**src/rtl/riscv_pkg.sv**
```systemverilog
// Shared types and helpers for the load/store unit: funct3 encodings,
// FSM state and response error codes.
package riscv_pkg;

  localparam logic [2:0] F3_B  = 3'b000;
  localparam logic [2:0] F3_H  = 3'b001;
  localparam logic [2:0] F3_W  = 3'b010;
  localparam logic [2:0] F3_BU = 3'b100;
  localparam logic [2:0] F3_HU = 3'b101;

  typedef enum logic [1:0] {
    IDLE,
    ISSUE,
    DONE
  } lsu_state_t;

  typedef enum logic [1:0] {
    ERR_NONE     = 2'b00,
    ERR_MISALIGN = 2'b01,
    ERR_TIMEOUT  = 2'b10,
    ERR_ILLEGAL  = 2'b11
  } lsu_err_t;

  // Stores only exist in byte/half/word flavours; loads add the unsigned forms.
  function automatic logic f3_legal(input logic we, input logic [2:0] f3);
    if (we) return f3 inside {F3_B, F3_H, F3_W};
    return f3 inside {F3_B, F3_H, F3_W, F3_BU, F3_HU};
  endfunction

  // Natural alignment check on the access size held in funct3[1:0].
  function automatic logic misaligned(input logic [2:0] f3, input logic [1:0] off);
    case (f3[1:0])
      2'b01:   return off[0];
      2'b10:   return off != 2'b00;
      default: return 1'b0;
    endcase
  endfunction

endpackage

```
**src/rtl/lsu_align.sv**
```systemverilog
// Byte-lane steering: store byte enables and lane-replicated write data,
// plus extraction and sign/zero extension of load data.
module lsu_align
  import riscv_pkg::*;
(
  input  logic [2:0]  funct3,
  input  logic [1:0]  off,
  input  logic [31:0] wdata,
  input  logic [31:0] rdata,
  output logic [3:0]  be,
  output logic [31:0] wdata_rep,
  output logic [31:0] rdata_ext
);

  logic [31:0] shifted;

  // Store side: enables shifted to the addressed lane, data copied to every lane.
  always_comb begin
    be        = 4'b1111;
    wdata_rep = wdata;
    case (funct3[1:0])
      2'b00: begin
        be        = 4'b0001 << off;
        wdata_rep = {4{wdata[7:0]}};
      end
      2'b01: begin
        be        = 4'b0011 << off;
        wdata_rep = {2{wdata[15:0]}};
      end
      default: begin
        be        = 4'b1111;
        wdata_rep = wdata;
      end
    endcase
  end

  // Load side: bring the addressed lane down to bit 0, then extend.
  always_comb begin
    shifted = rdata >> {off, 3'b000};
    case (funct3)
      F3_B:    rdata_ext = {{24{shifted[7]}}, shifted[7:0]};
      F3_BU:   rdata_ext = {24'h0, shifted[7:0]};
      F3_H:    rdata_ext = {{16{shifted[15]}}, shifted[15:0]};
      F3_HU:   rdata_ext = {16'h0, shifted[15:0]};
      default: rdata_ext = shifted;
    endcase
  end

endmodule

```
**src/rtl/load_store_unit.sv**
```systemverilog
// Load/store unit: captures a CPU memory op, runs one valid/ready bus
// transfer with a timeout, and reports completion with an error code.
module load_store_unit
  import riscv_pkg::*;
#(
  parameter int unsigned TIMEOUT = 16
) (
  input  logic        clk,
  input  logic        rst,
  input  logic        req_valid,
  input  logic        req_we,
  input  logic [2:0]  req_funct3,
  input  logic [31:0] req_addr,
  input  logic [31:0] req_wdata,
  output logic        stall,
  output logic        resp_done,
  output logic [31:0] load_data,
  output logic [1:0]  err_code,
  output logic        mem_req,
  output logic        mem_we,
  output logic [31:0] mem_addr,
  output logic [31:0] mem_wdata,
  output logic [3:0]  mem_be,
  input  logic        mem_ready,
  input  logic [31:0] mem_rdata
);

  localparam int unsigned CNT_W = $clog2(TIMEOUT + 1);
  localparam logic [CNT_W-1:0] CNT_LAST = CNT_W'(TIMEOUT - 1);

  lsu_state_t       state;
  logic [CNT_W-1:0] cnt;
  logic [2:0]       cap_f3;
  logic [1:0]       cap_off;

  logic [2:0]       al_f3;
  logic [1:0]       al_off;
  logic [3:0]       al_be;
  logic [31:0]      al_wdata;
  logic [31:0]      al_ext;

  // One aligner serves both phases: request fields while idle (store
  // formatting), captured fields during the bus cycle (load extension).
  always_comb begin
    al_f3  = cap_f3;
    al_off = cap_off;
    if (state == IDLE) begin
      al_f3  = req_funct3;
      al_off = req_addr[1:0];
    end
  end

  lsu_align u_align (
    .funct3    (al_f3),
    .off       (al_off),
    .wdata     (req_wdata),
    .rdata     (mem_rdata),
    .be        (al_be),
    .wdata_rep (al_wdata),
    .rdata_ext (al_ext)
  );

  // CPU must hold until the op reaches its completion cycle.
  always_comb begin
    stall = req_valid & (state != DONE);
  end

  // Access FSM with capture registers, timeout counter and registered outputs.
  always_ff @(posedge clk or posedge rst) begin
    if (rst) begin
      state     <= IDLE;
      cnt       <= '0;
      cap_f3    <= '0;
      cap_off   <= '0;
      resp_done <= 1'b0;
      load_data <= '0;
      err_code  <= ERR_NONE;
      mem_req   <= 1'b0;
      mem_we    <= 1'b0;
      mem_addr  <= '0;
      mem_wdata <= '0;
      mem_be    <= '0;
    end else begin
      case (state)
        IDLE: begin
          if (req_valid) begin
            cap_f3    <= req_funct3;
            cap_off   <= req_addr[1:0];
            mem_we    <= req_we;
            mem_addr  <= {req_addr[31:2], 2'b00};
            mem_wdata <= al_wdata;
            mem_be    <= req_we ? al_be : 4'b1111;
            if (!f3_legal(req_we, req_funct3)) begin
              state     <= DONE;
              resp_done <= 1'b1;
              err_code  <= ERR_ILLEGAL;
            end else if (misaligned(req_funct3, req_addr[1:0])) begin
              state     <= DONE;
              resp_done <= 1'b1;
              err_code  <= ERR_MISALIGN;
            end else begin
              state   <= ISSUE;
              mem_req <= 1'b1;
              cnt     <= '0;
            end
          end
        end
        ISSUE: begin
          if (mem_ready) begin
            mem_req   <= 1'b0;
            state     <= DONE;
            resp_done <= 1'b1;
            err_code  <= ERR_NONE;
            if (!mem_we) load_data <= al_ext;
          end else if (cnt == CNT_LAST) begin
            mem_req   <= 1'b0;
            state     <= DONE;
            resp_done <= 1'b1;
            err_code  <= ERR_TIMEOUT;
          end else begin
            cnt <= cnt + 1'b1;
          end
        end
        DONE: begin
          resp_done <= 1'b0;
          state     <= IDLE;
        end
        default: begin
          state     <= IDLE;
          resp_done <= 1'b0;
          mem_req   <= 1'b0;
        end
      endcase
    end
  end

endmodule

```
**config.mk**
```make
export PLATFORM = sky130hd
export DESIGN_NAME = load_store_unit
export DESIGN_NICKNAME = d
export VERILOG_FILES = /design/src/rtl/riscv_pkg.sv /design/src/rtl/lsu_align.sv /design/src/rtl/load_store_unit.sv
export SDC_FILE = /design/constraint.sdc
export NUM_CORES = 1
export LEC_CHECK = 0
export CORE_MARGIN = 2
export CORE_UTILIZATION = 44
export CTS_CLUSTER_DIAMETER = 120
export DETAILED_ROUTE_END_ITERATION = 6
export PLACE_DENSITY = 0.8
export SETUP_SLACK_MARGIN = 0.1
export SLEW_MARGIN = 10
export SYNTH_ARGS = -nofsm -noshare
export SYNTH_HDL_FRONTEND = slang
export SYNTH_SLANG_ARGS = --single-unit
```
**constraint.sdc**
```tcl
create_clock -name clk -period 5.25 [get_ports clk]
set_input_delay 1.05 -clock clk [delete_from_list [all_inputs] [get_ports clk]]
set_output_delay 1.05 -clock clk [all_outputs]
set_load 0.02 [all_outputs]
```
After elaboration in Yosys (flattened, before gate mapping):

Index checks and enable logic that the tools add are counted.

* input port bits: 104
* logic and storage cells: 101
* output and inout bits: 106
* flip-flop bits (word level): 115

* shift operators: 3
* eq/ne operators: 21
* multiplexer cells: 46
* bitwise gates (word level): 3
* add/sub/neg operators: 1
* reduce and logical (&&, ||, !) cells: 15

Operators with widths (number)
* $pmux 32 s4: 1
* $pmux 32 s2: 1
* $shr 32x5->32: 1
* $mux 5: 5
* $mux 1: 20
* $mux 2: 10
* $eq 3x3->1 const B: 4
* $ne 2x2->1 const B: 5
* $pmux 5 s2: 1
* $pmux 2 s2: 2
* $pmux 4 s2: 1
* $eq 2x1->1 const B: 3
* $eq 3x1->1 const B: 2
* $logic_not 3->1: 2
* $reduce_and 3->1: 2
* $reduce_and 6->1: 1
* $add 5x1->5 const B: 1
* $eq 5x4->1 const B: 1
* $reduce_and 5->1: 1
* $reduce_bool 5->1: 1
* $eq 2x2->1 const B: 2
* $logic_not 2->1: 2
* $mux 4: 1
* $pmux 1 s2: 2
* 14 further kinds: 17

Logic depth before layout (Yosys ltp):

* depth after elaboration: 13
* gate-level depth with buffers: 9
* depth with buffers taken out: 9

Hierarchy:

A second synthesis with hierarchy kept.

* cell total of the unflattened synthesis: 635
* area total of the unflattened synthesis: 5920.7 sq um

Modules (own cells, without submodules)
* load_store_unit: seq. area each 2877.8 sq um, times used 1, area each 4638.2 sq um, cells each 450
* lsu_align: seq. area each 0.0 sq um, times used 1, area each 1282.5 sq um, cells each 185

Least setup slack after synthesis:

OpenSTA, ideal clock, no wires.

* kind: input to register
* from: input req_funct3[1]
* to: register cnt[4]
* library setup time: 125 ps
* stages: 7
* slack: 2607 ps
* arrival time: 2519 ps
* data required time: 5125 ps
* path buffers: 0
* cell sequence: inv_1 > ha_1 > o21bai_1 > a21oi_1 > o21ai_0 > a211oi_2 > mux2_2

* cells in the longest elaborated chain, start to end: 8
* elaborated cells between the ends (all ways): 20
* those cells by class: eq/ne (8); mux (8); reduce/logical (4)

RTL lines
* start, declared: RTL line load_store_unit.sv:12 `input logic [2:0] req_funct3,`
* $eq 3x1->1, or another cell as far along: RTL line riscv_pkg.sv:26, riscv_pkg.sv:27
* $reduce_bool 3->1: RTL line riscv_pkg.sv:26 `if (we) return f3 inside {F3_B, F3_H, F3_W};`
* $mux 1: RTL line riscv_pkg.sv:26
* $mux 1: RTL line riscv_pkg.sv:27 `return f3 inside {F3_B, F3_H, F3_W, F3_BU, F3_HU};`
* $mux 1: RTL line load_store_unit.sv:86 `if (req_valid) begin`
* $mux 1: RTL line load_store_unit.sv:84 `case (state)`
* $ne 2x1->1 (no line)
* $reduce_and 6->1 (no line) *
* end signal, assigned: RTL line load_store_unit.sv:121 `cnt <= cnt + 1'b1;`
* end, declared: RTL line load_store_unit.sv:32 `logic [CNT_W-1:0] cnt;`

Every way passes the cells marked *; elsewhere a longest branch is shown, timed or not. The select of a mux whose other input is x is not followed.
A chain may end at the register's enable or synchronous reset.

Worst setup path in the final report:

* from: input req_valid
* to: output stall

* cells in the longest elaborated chain, start to end: 1

RTL lines
* start, declared: RTL line load_store_unit.sv:10 `input logic req_valid,`
* $and 1x1->1: RTL line load_store_unit.sv:65 `stall = req_valid & (state != DONE);`
* end, declared: RTL line load_store_unit.sv:15 `output logic stall,`

Every way passes these cells.

==> flow_summary_export.csv <==
group,metric,value,unit
sta,maxClockFrequency,278.9,MHz
placed_design,place.gp.congestion,0.9175,
die,die_h,115.5,um
setup_path,worstPathRequired,4.20,ns
sta,slew-limit-headroom,20.98,%
sta,unrepaired_setup_endpoints_after_global_routing,"false",
clocking,cts.reportedPaths.clkPinSlew,0.05,ns
global_routing,congestion_overflow_gr,0,
placed_design,number_of_placed_cells_counting_well_taps,830,
logic_synthesis,synth-async-reset-ratio,100.0,%
setup_path,timing.critical_path.slowest_stage_cell,"clkdlybuf4s50_1",
routing,detail_route.vias_per_cell,5.607,
global_routing,grt_pass1_vias,5071,
logic_synthesis,synth_cells,488,
logic_synthesis,synth-main-ff-cell,"dfrtp_1",
die,ios,210,
setup_path,reg2reg_to,"load_data[28]",
setup_path,crit_path_cell_trace,"clkdlybuf4s50_1 -> a21boi_0 -> clkdlybuf4s50_1",
clocking,cts_buffers,17,
setup_path,critPathMaxFanout,8,
setup_path,endpoint_kind,"output port",
global_routing,track_usage,25.17,%
routing,dr.first_iter.drc_count,309,
hold_path,hold_path_class,"reg2reg",
setup_path,timing.reg2reg.worst_path_depth,5,
routing,drt-pass1-iter-count,5,
die,die-area,13330,um^2
logic_synthesis,synth_area,5468,um^2
placed_design,place.port_buffers,207,
setup_path,critPathTopFamily,"buffers and inverters",
die,design.core.area,12060,um^2
die,dieWidth,115.5,um
sta,worst_clock_skew,0.006514,ns
logic_synthesis,postSynthRegisterBits,115,
placed_design,place_worst_setup_slack,1.627,ns
setup_path,max_stage_delay_on_crit_path,0.64,ns
hold_path,timing.hold.worst_path_depth,1,
logic_synthesis,post_synth_num_cell_types,52,
logic_synthesis,ys.warnings.count,0,
placed_design,placed_area,7609,um^2
routing,route.detailed.wl_per_inst,19.28,um
sta,setup_ws,1.665,ns
outcome,status,"completed",
cells_and_area,layout_common_cells,"clkdlybuf4s50_1 (207), dfrtp_1 (115), nor2_1 (60), mux2_2 (53), a21oi_1 (45)",
sta,post-route-min-period,3.585,ns
sta,setup_tns,0,ns
sta,slew_viol_final,0,
logic_synthesis,synth_seq_area_share,52.63,%
cells_and_area,final_area,8268,um^2
power,cellPowerDensity,588.1,nW/um^2
cells_and_area,layout.cells.most_common,"clkdlybuf4s50_1",
cells_and_area,layout-area-overhead-vs-synth,51.21,%
cells_and_area,final_layout_size_suffix_gt1_share,13.96,%
power,post-layout-total-power,4.862,mW
cells_and_area,fin_util,68.55,%
cells_and_area,final-instance-count-excl-fill,863,
clocking,tritoncts,"built",
sta,timing_worst_slew_pin_value,1.182,ns
sta,fin_worst_hold_slack,0.4736,ns
cells_and_area,layout.nets,791,
setup_path,worst_path_most_repeated_cell,"clkdlybuf4s50_1",
power,peakVddDrop,0.2732,mV
cells_and_area,antenna-diode-count,0,
routing,detail-route-antenna-nets,0,
setup_path,crit_arrival,2.54,ns
global_routing,grt_first_pass_wirelength,25.91,mm
sta,setup_violations,0,
clocking,clk_path_buf_depth,2,
setup_path,setup.worst_path.class,"in2out",
sta,timing_hold_violations_final,0,
clocking,ctsResizeCount,0,
global_routing,grt_start_max_net_pins,98,
hold_path,whs_endpoint,"load_data[4]",
die,initial_core_utilization,45.33,%
logic_synthesis,avgSynthCellArea,11.20,um^2
run,max_cap_viol_count,0,
routing,detail_route.drc_violations,0,
die,rows,40,
logic_synthesis,synth.largest_area_cell,"dfrtp_1",
routing,route.final.wire_length,16.64,mm
global_routing,grt_antenna_before_repair,0,
clocking,clock-root-buffer,"clkbuf_16",
logic_synthesis,synth.top_cells.by_area,"dfrtp_1 (53%), mux2_2 (11%), mux2i_1 (5.3%), a21oi_1 (4.1%), nor2_1 (4.1%)",
hold_path,worstHoldStart,"load_data[4]",
clocking,hold_fix_buffer_count_after_cts,0,
setup_path,ff2ff_setup_slack,2.37,ns
clocking,htreeDepth,4,
sta,layout_worst_path_cycle_share,68.29,%
clocking,clkLatencyLatePin,0.40,ns
clocking,cts_setup_buffers,0,
setup_path,cp-start-kind,"primary input",
clocking,clock_sink_count,115,
routing,vias,4839,
logic_synthesis,synth_largest_type_area_fraction,52.63,%
logic_synthesis,synth_edf_count,0,
placed_design,dp_hpwl,11.77,mm
setup_path,rr_startpoint,"state[1]",
power,power.leakage,3.421,nW
setup_path,path_buf_inv,2,
==> synth_stat cells, types with 2 or more instances <==
library cell,n
nand3_1,2
nor2_1,60
a21oi_1,45
clkbuf_1,18
ha_1,5
o21a_1,9
buf_6,3
mux2i_1,29
dfrtp_1,115
and2_1,2
o21ai_0,4
mux2_2,53
nor2b_1,2
or4_1,2
nor3b_2,2
o22a_1,2
buf_4,3
a221oi_1,8
buf_2,10
nand2_1,10
a222oi_1,8
a31oi_1,19
nand3b_1,2
nor3_1,5
a21o_1,8
and3_1,8
nand2b_1,2
inv_1,11
o21ai_2,2
a211o_1,2
a211oi_1,16
==> cells by family after synthesis <==
family,count (synthesis),synth area share [%]
mux,82,16.22
other cells,1,0.06858
fa+ha+maj,5,1.144
simple gates,105,9.131
compound gates,134,16.80
flops,115,52.63
buf+inv,46,4.004
==> routing by layer <==
layer,wire (um),up-vias,global-route usage [%]
met5,0,-,0
met4,418,0,9.719
met3,1748,38,9.990
met2,8144,282,42.11
met1,6329,2344,29.15
li1,-,2175,-
==> worst max path at each step <==
stage | startpoint | to | cells after the start
floorplan | rst | cap_f3[0] | 1
global placement | req_valid | stall | 3
detailed placement | req_funct3[1] | load_data[28] | 6
CTS | req_valid | stall | 3
global route | req_valid | stall | 3
finish | req_valid | stall | 3
==> report_power, final <==
group | switching, mW | internal, mW
Sequential | 0.248 | 1.25
Combinational | 1.09 | 1.01
Clock | 0.391 | 0.867
==> sequential cells by signal, summed over array words and instances, names as in the netlist <==
name	flops
cap_f3	3
cap_off	2
cnt	5
err_code	2
load_data	32
mem_addr	30
mem_be	4
mem_req	1
mem_wdata	32
mem_we	1
resp_done	1
state	2
==> layout make-up <==
cell class	instances	area, um^2
Timing Repair Buffer	209	2095
Multi-Input combinational cell	328	2397
Tap cell	168	210.2
Inverter	11	43.79
Sequential cell	115	2878
Clock inverter	9	176.4
Clock buffer	23	467.9
Fill cell	917	3794
Power figures use the tool's default switching activity.
